<file path="src/rtl/alarm_pkg.sv">
// Shared types and reset constants for the alarm sequencing logic.
package alarm_pkg;

   typedef enum logic [1:0] {
      IDLE    = 2'd0,
      RINGING = 2'd1,
      SNOOZE  = 2'd2
   } alarm_state_t;

   localparam logic [7:0] ALM_HH_RST = 8'h12;
   localparam logic [7:0] ALM_MM_RST = 8'h00;
   localparam logic [7:0] ALM_SS_RST = 8'h00;

   typedef struct packed {
      logic [7:0] hh;
      logic [7:0] mm;
      logic [7:0] ss;
      logic       pm;
   } bcd_time_t;

   function automatic bcd_time_t pack_time(input logic [7:0] hh, input logic [7:0] mm,
                                           input logic [7:0] ss, input logic pm);
      bcd_time_t t;
      t.hh = hh;
      t.mm = mm;
      t.ss = ss;
      t.pm = pm;
      return t;
   endfunction

endpackage

</file>
<file path="src/rtl/sec_down_counter.sv">
// Loadable down-counter stepped by an external tick; zero flag is combinational from the count.
// Load takes effect on the next clk and wins over tick; no backpressure.
module sec_down_counter #(
   parameter int W = 4
) (
   input  logic         clk,
   input  logic         reset,
   input  logic         load,
   input  logic [W-1:0] load_val,
   input  logic         tick,
   output logic [W-1:0] count,
   output logic         zero
);

   always_ff @(posedge clk or negedge reset) begin
      if (!reset) begin
         count <= '0;
      end else if (load) begin
         count <= load_val;
      end else if (tick) begin
         count <= count - 1'b1;
      end
   end

   assign zero = (count == '0);

endmodule

</file>
<file path="src/rtl/alarm_ring_controller.sv">
// Alarm sequencer: compares BCD time to the stored alarm and runs ring/snooze/timeout.
// All outputs registered, one clk after the causing input; no backpressure.
import alarm_pkg::*;

module alarm_ring_controller #(
   parameter int SNOOZE_SEC       = 300,
   parameter int RING_TIMEOUT_SEC = 60,
   parameter int MAX_SNOOZE       = 3
) (
   input  logic                              clk,
   input  logic                              reset,
   input  logic                              sec_tick,
   input  logic [7:0]                        hh,
   input  logic [7:0]                        mm,
   input  logic [7:0]                        ss,
   input  logic                              pm,
   input  logic                              load_alarm,
   input  logic [7:0]                        hh_load,
   input  logic [7:0]                        mm_load,
   input  logic [7:0]                        ss_load,
   input  logic                              pm_load,
   input  logic                              alarm_toggle,
   input  logic                              alarm_stop,
   input  logic                              snooze,
   output logic                              alarm_on,
   output logic                              buzzer,
   output logic                              snoozing,
   output logic [$clog2(MAX_SNOOZE+1)-1:0]   snooze_left
);

   localparam int SN_W = $clog2(SNOOZE_SEC + 1);
   localparam int RT_W = $clog2(RING_TIMEOUT_SEC + 1);
   localparam int SL_W = $clog2(MAX_SNOOZE + 1);

   localparam logic [RT_W-1:0] RING_LAST = RT_W'(RING_TIMEOUT_SEC - 1);
   localparam logic [SL_W-1:0] SNZ_FULL  = SL_W'(MAX_SNOOZE);

   alarm_state_t    state, state_nxt;
   bcd_time_t       cur, alm;
   logic            match, match_q, trigger;
   logic            snooze_q, snz_edge;
   logic            cancel;
   logic [RT_W-1:0] ring_cnt, ring_cnt_nxt;
   logic            buzzer_nxt;
   logic [SL_W-1:0] snooze_left_nxt;
   logic            snz_load, snz_dec, snz_zero;
   logic [SN_W-1:0] snz_cnt;

   assign cur      = pack_time(hh, mm, ss, pm);
   assign match    = (cur == alm);
   assign trigger  = match & ~match_q & alarm_toggle;
   assign snz_edge = snooze & ~snooze_q;
   assign cancel   = load_alarm | ~alarm_toggle | alarm_stop;

   sec_down_counter #(.W(SN_W)) u_snz_timer (
      .clk      (clk),
      .reset    (reset),
      .load     (snz_load),
      .load_val (SN_W'(SNOOZE_SEC)),
      .tick     (snz_dec),
      .count    (snz_cnt),
      .zero     (snz_zero)
   );

   always_ff @(posedge clk or negedge reset) begin
      if (!reset) begin
         state <= IDLE;
      end else begin
         state <= state_nxt;
      end
   end

   always_comb begin
      state_nxt       = state;
      ring_cnt_nxt    = ring_cnt;
      buzzer_nxt      = buzzer;
      snooze_left_nxt = snooze_left;
      snz_load        = 1'b0;
      snz_dec         = 1'b0;
      case (state)
         IDLE: begin
            buzzer_nxt = 1'b0;
            if (trigger) begin
               state_nxt       = RINGING;
               ring_cnt_nxt    = '0;
               snooze_left_nxt = SNZ_FULL;
               buzzer_nxt      = 1'b1;
            end
         end
         RINGING: begin
            if (cancel) begin
               state_nxt  = IDLE;
               buzzer_nxt = 1'b0;
            end else if (snz_edge && snooze_left != '0) begin
               state_nxt       = SNOOZE;
               snz_load        = 1'b1;
               snooze_left_nxt = snooze_left - 1'b1;
               buzzer_nxt      = 1'b0;
            end else if (sec_tick) begin
               if (ring_cnt == RING_LAST) begin
                  state_nxt  = IDLE;
                  buzzer_nxt = 1'b0;
               end else begin
                  ring_cnt_nxt = ring_cnt + 1'b1;
                  buzzer_nxt   = ~buzzer;
               end
            end
         end
         SNOOZE: begin
            buzzer_nxt = 1'b0;
            if (cancel) begin
               state_nxt = IDLE;
            end else if (sec_tick) begin
               snz_dec = ~snz_zero;
               // expiry is decided on the tick that takes the timer 1 -> 0
               if (snz_cnt == SN_W'(1)) begin
                  state_nxt    = RINGING;
                  ring_cnt_nxt = '0;
                  buzzer_nxt   = 1'b1;
               end
            end
         end
         default: begin
            state_nxt  = IDLE;
            buzzer_nxt = 1'b0;
         end
      endcase
   end

   always_ff @(posedge clk or negedge reset) begin
      if (!reset) begin
         alm         <= pack_time(ALM_HH_RST, ALM_MM_RST, ALM_SS_RST, 1'b0);
         match_q     <= 1'b0;
         snooze_q    <= 1'b0;
         ring_cnt    <= '0;
         alarm_on    <= 1'b0;
         buzzer      <= 1'b0;
         snoozing    <= 1'b0;
         snooze_left <= SNZ_FULL;
      end else begin
         if (load_alarm) begin
            alm <= pack_time(hh_load, mm_load, ss_load, pm_load);
         end
         match_q     <= match;
         snooze_q    <= snooze;
         ring_cnt    <= ring_cnt_nxt;
         alarm_on    <= (state_nxt == RINGING);
         buzzer      <= buzzer_nxt;
         snoozing    <= (state_nxt == SNOOZE);
         snooze_left <= snooze_left_nxt;
      end
   end

endmodule

</file>
<file path="config.mk">
export PLATFORM = sky130hd
export DESIGN_NAME = alarm_ring_controller
export DESIGN_NICKNAME = d
export VERILOG_FILES = /design/src/rtl/alarm_pkg.sv /design/src/rtl/sec_down_counter.sv /design/src/rtl/alarm_ring_controller.sv
export SDC_FILE = /design/constraint.sdc
export NUM_CORES = 1
export LEC_CHECK = 0
export CAP_MARGIN = 20
export CORE_ASPECT_RATIO = 1.5
export CORE_MARGIN = 1.5
export CORE_UTILIZATION = 53
export CTS_CLUSTER_SIZE = 12
export DETAILED_ROUTE_END_ITERATION = 10
export PLACE_DENSITY = 0.83
export SLEW_MARGIN = 20
export SYNTH_ARGS = -nofsm -noshare
export SYNTH_HDL_FRONTEND = slang
export SYNTH_SLANG_ARGS = --single-unit
</file>
<file path="constraint.sdc">
create_clock -name clk -period 3.4 [get_ports clk]
set_input_delay 0.68 -clock clk [delete_from_list [all_inputs] [get_ports clk]]
set_output_delay 0.68 -clock clk [all_outputs]
set_load 0.01 [all_outputs]
</file>
### After elaboration in Yosys (flattened, before gate mapping)

Cells that the tools add are included.

* bits in read-only memories: 0
* memories: 0
* RAM bits: 0
* input bits: 57
* output and inout bits: 5
* bits in registers: 49
* logic and storage cells: 91
* bits in latches: 0

* eq/ne operators: 17
* multiplexer cells: 39
* reductions and logical operators: 9
* add/sub/neg operators: 3
* multiply operators: 0
* div/mod/pow operators: 0
* bitwise operators: 10
* shifts and indexed selects: 0
* $lt $le $gt $ge: 0

Operators by type and width (count)
* $mux 6: 8
* $eq 25x25->1: 1
* $mux 2: 11
* $mux 9: 2
* $ne 2x2->1 const B: 9
* $pmux 6 s3: 1
* $mux 1: 14
* $eq 9x1->1 const B: 1
* $logic_not 9->1: 1
* $reduce_and 9->1: 1
* $sub 9x1->9 const B: 1
* $add 6x1->6 const B: 1
* $eq 6x6->1 const B: 1
* $pmux 2 s3: 1
* $reduce_bool 2->1: 3
* $not 1->1: 5
* $eq 2x1->1 const B: 2
* $eq 2x2->1 const B: 2
* $ne 4x4->1 const B: 1
* $pmux 2 s2: 1
* $reduce_and 4->1: 1
* $and 1x1->1: 3
* $pmux 1 s3: 1
* $reduce_bool 3->1: 1
* 4 further kinds: 5

### Logic depth before layout (Yosys ltp)

* depth in word-level cells: 7
* gate-level depth with buffers: 8

### By module

Synthesis repeated with hierarchy kept, for this count alone.

* cell total of the unflattened synthesis: 230
* area total of the unflattened synthesis: 2561.2 µm²

Modules (own cells, without submodules)
* alarm_ring_controller: cells an instance 174, area each 2057.0 µm², times used 1, sequential area each 1006.0 µm²
* sec_down_counter: cells an instance 56, area each 504.2 µm², times used 1, sequential area each 225.2 µm²

### Worst setup path before layout

OpenSTA, ideal clock, no wires.

* path kind: in2reg
* start: input port load_alarm
* end: register u_snz_timer.count[7]
* setup time: 0.119 ns
* required time: 3.281 ns
* cell stages on the path: 6
* slack: 0.992 ns
* arrival time: 2.289 ns
* cell sequence: buf_6 -> or3b_4 -> a2111oi_4 -> o211ai_2 -> o31a_1 -> o21a_1

* cells in the longest elaborated chain, start to end: 5
* elaborated cells on any way between the ends: 8
* those cells by class: mux: 5; bitwise: 2; reduce/logical: 1

Ends and longest elaborated chain
* start, declared: RTL line alarm_ring_controller.sv:17 `input logic load_alarm,`
* $or 1x1->1 (*) (2 in a row): RTL line alarm_ring_controller.sv:53 `assign cancel = load_alarm | ~alarm_toggle | alarm_stop;`
* $mux 1, on equally long branches: RTL line alarm_ring_controller.sv:91, alarm_ring_controller.sv:111
* $mux 1: RTL line alarm_ring_controller.sv:80 `case (state)`
* $mux 9 or $reduce_bool 2->1 (tied branches)
* end signal, assigned: RTL line sec_down_counter.sv:19 `count <= load_val;`
* end signal, assigned: RTL line sec_down_counter.sv:21 `count <= count - 1'b1;`
* end, declared: RTL line sec_down_counter.sv:11 `output logic [W-1:0] count,`

Every way passes the cells marked *; elsewhere a longest branch is shown, timed or not.
A chain may end at the register's enable or synchronous reset.

### Worst setup path in the final report

* start: input port load_alarm
* end: register snooze_left[1]

* cells in the longest elaborated chain, start to end: 4

Ends and longest elaborated chain
* $or 1x1->1 (2 in a row): RTL line alarm_ring_controller.sv:53
* $ne 2x2->1 (no source line)
* $reduce_and 4->1 (no source line)
* end signal, assigned: RTL line alarm_ring_controller.sv:150 `snooze_left <= snooze_left_nxt;`
* end, declared: RTL line alarm_ring_controller.sv:28 `output logic [$clog2(MAX_SNOOZE+1)-1:0] snooze_left`

No other way between the ends.

==> metrics <==
Synthesis Warnings 0; port buffer count just over 60; TritonCTS clock tree yes; DRC Markers 0; class of the worst hold path primary input to asynchronous set/reset pin; core region area 4540 µm²; element type at the critical path end flop; # IOs 62; maximum number of pins on one net before global-route repair 50; drt first pass iters 4; RSZ-0062 raised after global routing false; die area between 5000 and 6000 µm²; Clock Pin Slew Worst Setup and Hold Paths about 0.080 ns; final worst path period need 2.64 ns; global placer's final weighted congestion between 0.8 and 0.9; initial antenna violation count 0; count of cells resized by post-cts repair 0; die boundary height a little under 90 µm; maximum root-to-sink buffer count 2; number of setup violations in the final report 0; minimum setup slack after placement roughly 0.47 ns; vias after detailed routing roughly 1900; worst clock skew on the final layout 0.00769 ns; worst-case vdd ir drop between 0.0002 and 0.0003 V; number of synthesized flops with an enable pin 0; worst-margin pin slew about 0.86 ns; total count of max-transition violations in the final report 0; period utilization 0.777; Root Buffer Master sky130_fd_sc_hd__clkbuf_8; placed wire-length estimate approximately 3.9 mm; Leak 1.40 nW; fraction of final layout cells with drive strength greater than 1 0.163; clock insertion delay at the later pin of the skew report 0.30 ns; nets 350; Setup crit start load_alarm; violation count after the first detailed-route iteration 86; PnR worst setup slack 0.759 ns; vias in the first global route just under 2000; dominant register cell in the synthesized netlist sky130_fd_sc_hd__dfrtp_1; highest clock frequency the design can meet 379 MHz; number of nets produced by synthesis 283; Site Rows 30; number of standard cells after synthesis ~220; Synth-to-Final Area Change 30.9%; average cell area after synthesis around 11 µm²; required time of the critical path between 3 and 4 ns; CTS Hold Bufs 0; CP max FO 26; commonest non-fill, non-tap cell in the layout sky130_fd_sc_hd__clkdlybuf4s50_1; Post-Route WL 5.09 mm; H-tree levels 2; first-pass GRT wire length between 8 and 9 mm; share of flip-flops with an asynchronous set or reset after synthesis 1.00; cell area after layout 3290 µm²; initial core utilization 0.554; number of max-cap violations 0; ratio of routed vias to standard cells 5.42; flops & latches, synth 49; number of different library cells in the post-synthesis netlist 40; number of antenna-violating nets in the routed design 0; number of post-CTS setup repair buffers 0; outcome complete, no violations; Post-DP Area approximately 3200 µm²; CTS Sinks slightly below 50; type of element launching the critical path primary input; Critical R2R Launch snooze_left[0]; post-synthesis sequential area ratio 0.490; horizontal die dimension 59.2 µm; worst max-slew margin expressed relative to the limit 0.420; areal power density over the cells 350 nW/µm²; Antenna Cells 0; area of the mapped netlist ~2500 µm²; cell-by-cell trace of the critical path clkdlybuf4s50_1 -> buf_4 -> nor3b_1 -> nand3_1 -> o41ai_1 -> mux2_2; total routing resource utilization after global routing 0.220; critical path class primary input to flop; average wire length per cell after detail routing 14.4 µm; remaining global-route overflow 0; maximum single-stage delay on the critical path between 0.5 and 0.6 ns; endpoint arrival time on the critical path 2.87 ns; TritonCTS Buffers 5; slowest cell on the critical path sky130_fd_sc_hd__nor3b_1; Setup TNS Final 0 ns; Hold Fails Final Rpt 0; commonest cells after routing, fill and taps aside sky130_fd_sc_hd__clkdlybuf4s50_1 (60), sky130_fd_sc_hd__dfrtp_1 (45), sky130_fd_sc_hd__mux2_2 (27)
-- metrics by stage --
stage           util  instances  total power, W  hold WS, ns
2_1_floorplan      -        221        0.000723        0.384
3_3_place_gp   0.705        345        0.000813        0.488
3_5_place_dp   0.705        345        0.000819        0.504
4_1_cts        0.725        353         0.00117        0.515
5_1_grt        0.725        353         0.00120        0.435
6_report       0.725        353         0.00115        0.389
-- synthesized netlist by cell type (all sizes together) (2+ instances only) --
master / instances / area (µm²)
o21ai: 8 / 40.0
or3b: 2 / 20.0
a31oi: 2 / 12.5
or3: 3 / 18.8
nand3: 6 / 30.0
nand2b: 2 / 12.5
nor4: 8 / 50.1
nor2b: 2 / 12.5
a41oi: 2 / 17.5
dfstp: 4 / 105
ha: 5 / 62.6
or2: 2 / 12.5
dfrtp: 45 / 1130
inv: 6 / 22.5
nor2: 10 / 37.5
xor2: 26 / 228
mux2: 27 / 304
nand2: 9 / 33.8
nor3: 6 / 30.0
o21a: 2 / 15.0
and3: 5 / 31.3
a21oi: 10 / 50.1
nand4: 6 / 37.5
nor4b: 2 / 17.5
nor3b: 2 / 15.0
clkbuf: 3 / 11.3
xnor2: 4 / 35.0
-- worst paths after layout --
kind                                             end  slack (ns)  depth (start not counted)
worst max-delay path                  snooze_left[1]        0.76                          6
worst min-delay path            u_snz_timer.count[3]        0.39                          1
worst max register to register  u_snz_timer.count[7]        0.95                          7
worst min register to register           ring_cnt[0]        0.52                          1
max in group asynchronous                ring_cnt[3]        2.59                          1
min in group clk                         ring_cnt[0]        0.52                          1
-- report_power, final --
group          switching [W]  leakage, nW  total, W  internal (W)
logic              0.0000597        0.742  0.000168      0.000109
registers          0.0000210        0.611  0.000636      0.000615
clock network       0.000183       0.0455  0.000349      0.000166
-- final cells by class --
class	instances	area, µm²
inverters	6	22.5
repair buffers	64	631
fillers	353	1250
well taps	64	80.1
clock buffers	8	90.1
multi-input cells	162	1240
flip-flops and latches	49	1230
-- cells by family after synthesis --
family / count (synthesis) / share of synthesized area
adder cells (fa/ha/maj): 5 / 0.0249
multiplexers: 28 / 0.125
buffers and inverters: 10 / 0.0179
AND/OR/NAND/NOR: 67 / 0.149
XOR/XNOR: 30 / 0.104
flip-flops: 49 / 0.490
AO/OA/AOI/OAI: 32 / 0.0896
-- registers in the layout, summed over array words and instances (netlist names) --
name and count:
ring_cnt 6, match_q 1, alarm_on 1, snoozing 1, snooze_left 2, state 2
u_snz_timer.count 9, buzzer 1, snooze_q 1, alm 25
-- layer usage --
metal / GRT usage / wire length [µm] / vias up
li1: - / - / 932
met1: 0.249 / 1940 / 917
met2: 0.384 / 2810 / 55
met3: 0.0475 / 231 / 9
met4: 0.0971 / 112 / 0
met5: 0 / 0 / -
-- critical path, delay by kind of cell --
kind	cells	cell delay (ns)
buf+inv	2	0.68
simple gates	2	0.92
compound gates	1	0.20
mux	1	0.39
Note: power is estimated with default switching activity, not from simulation.
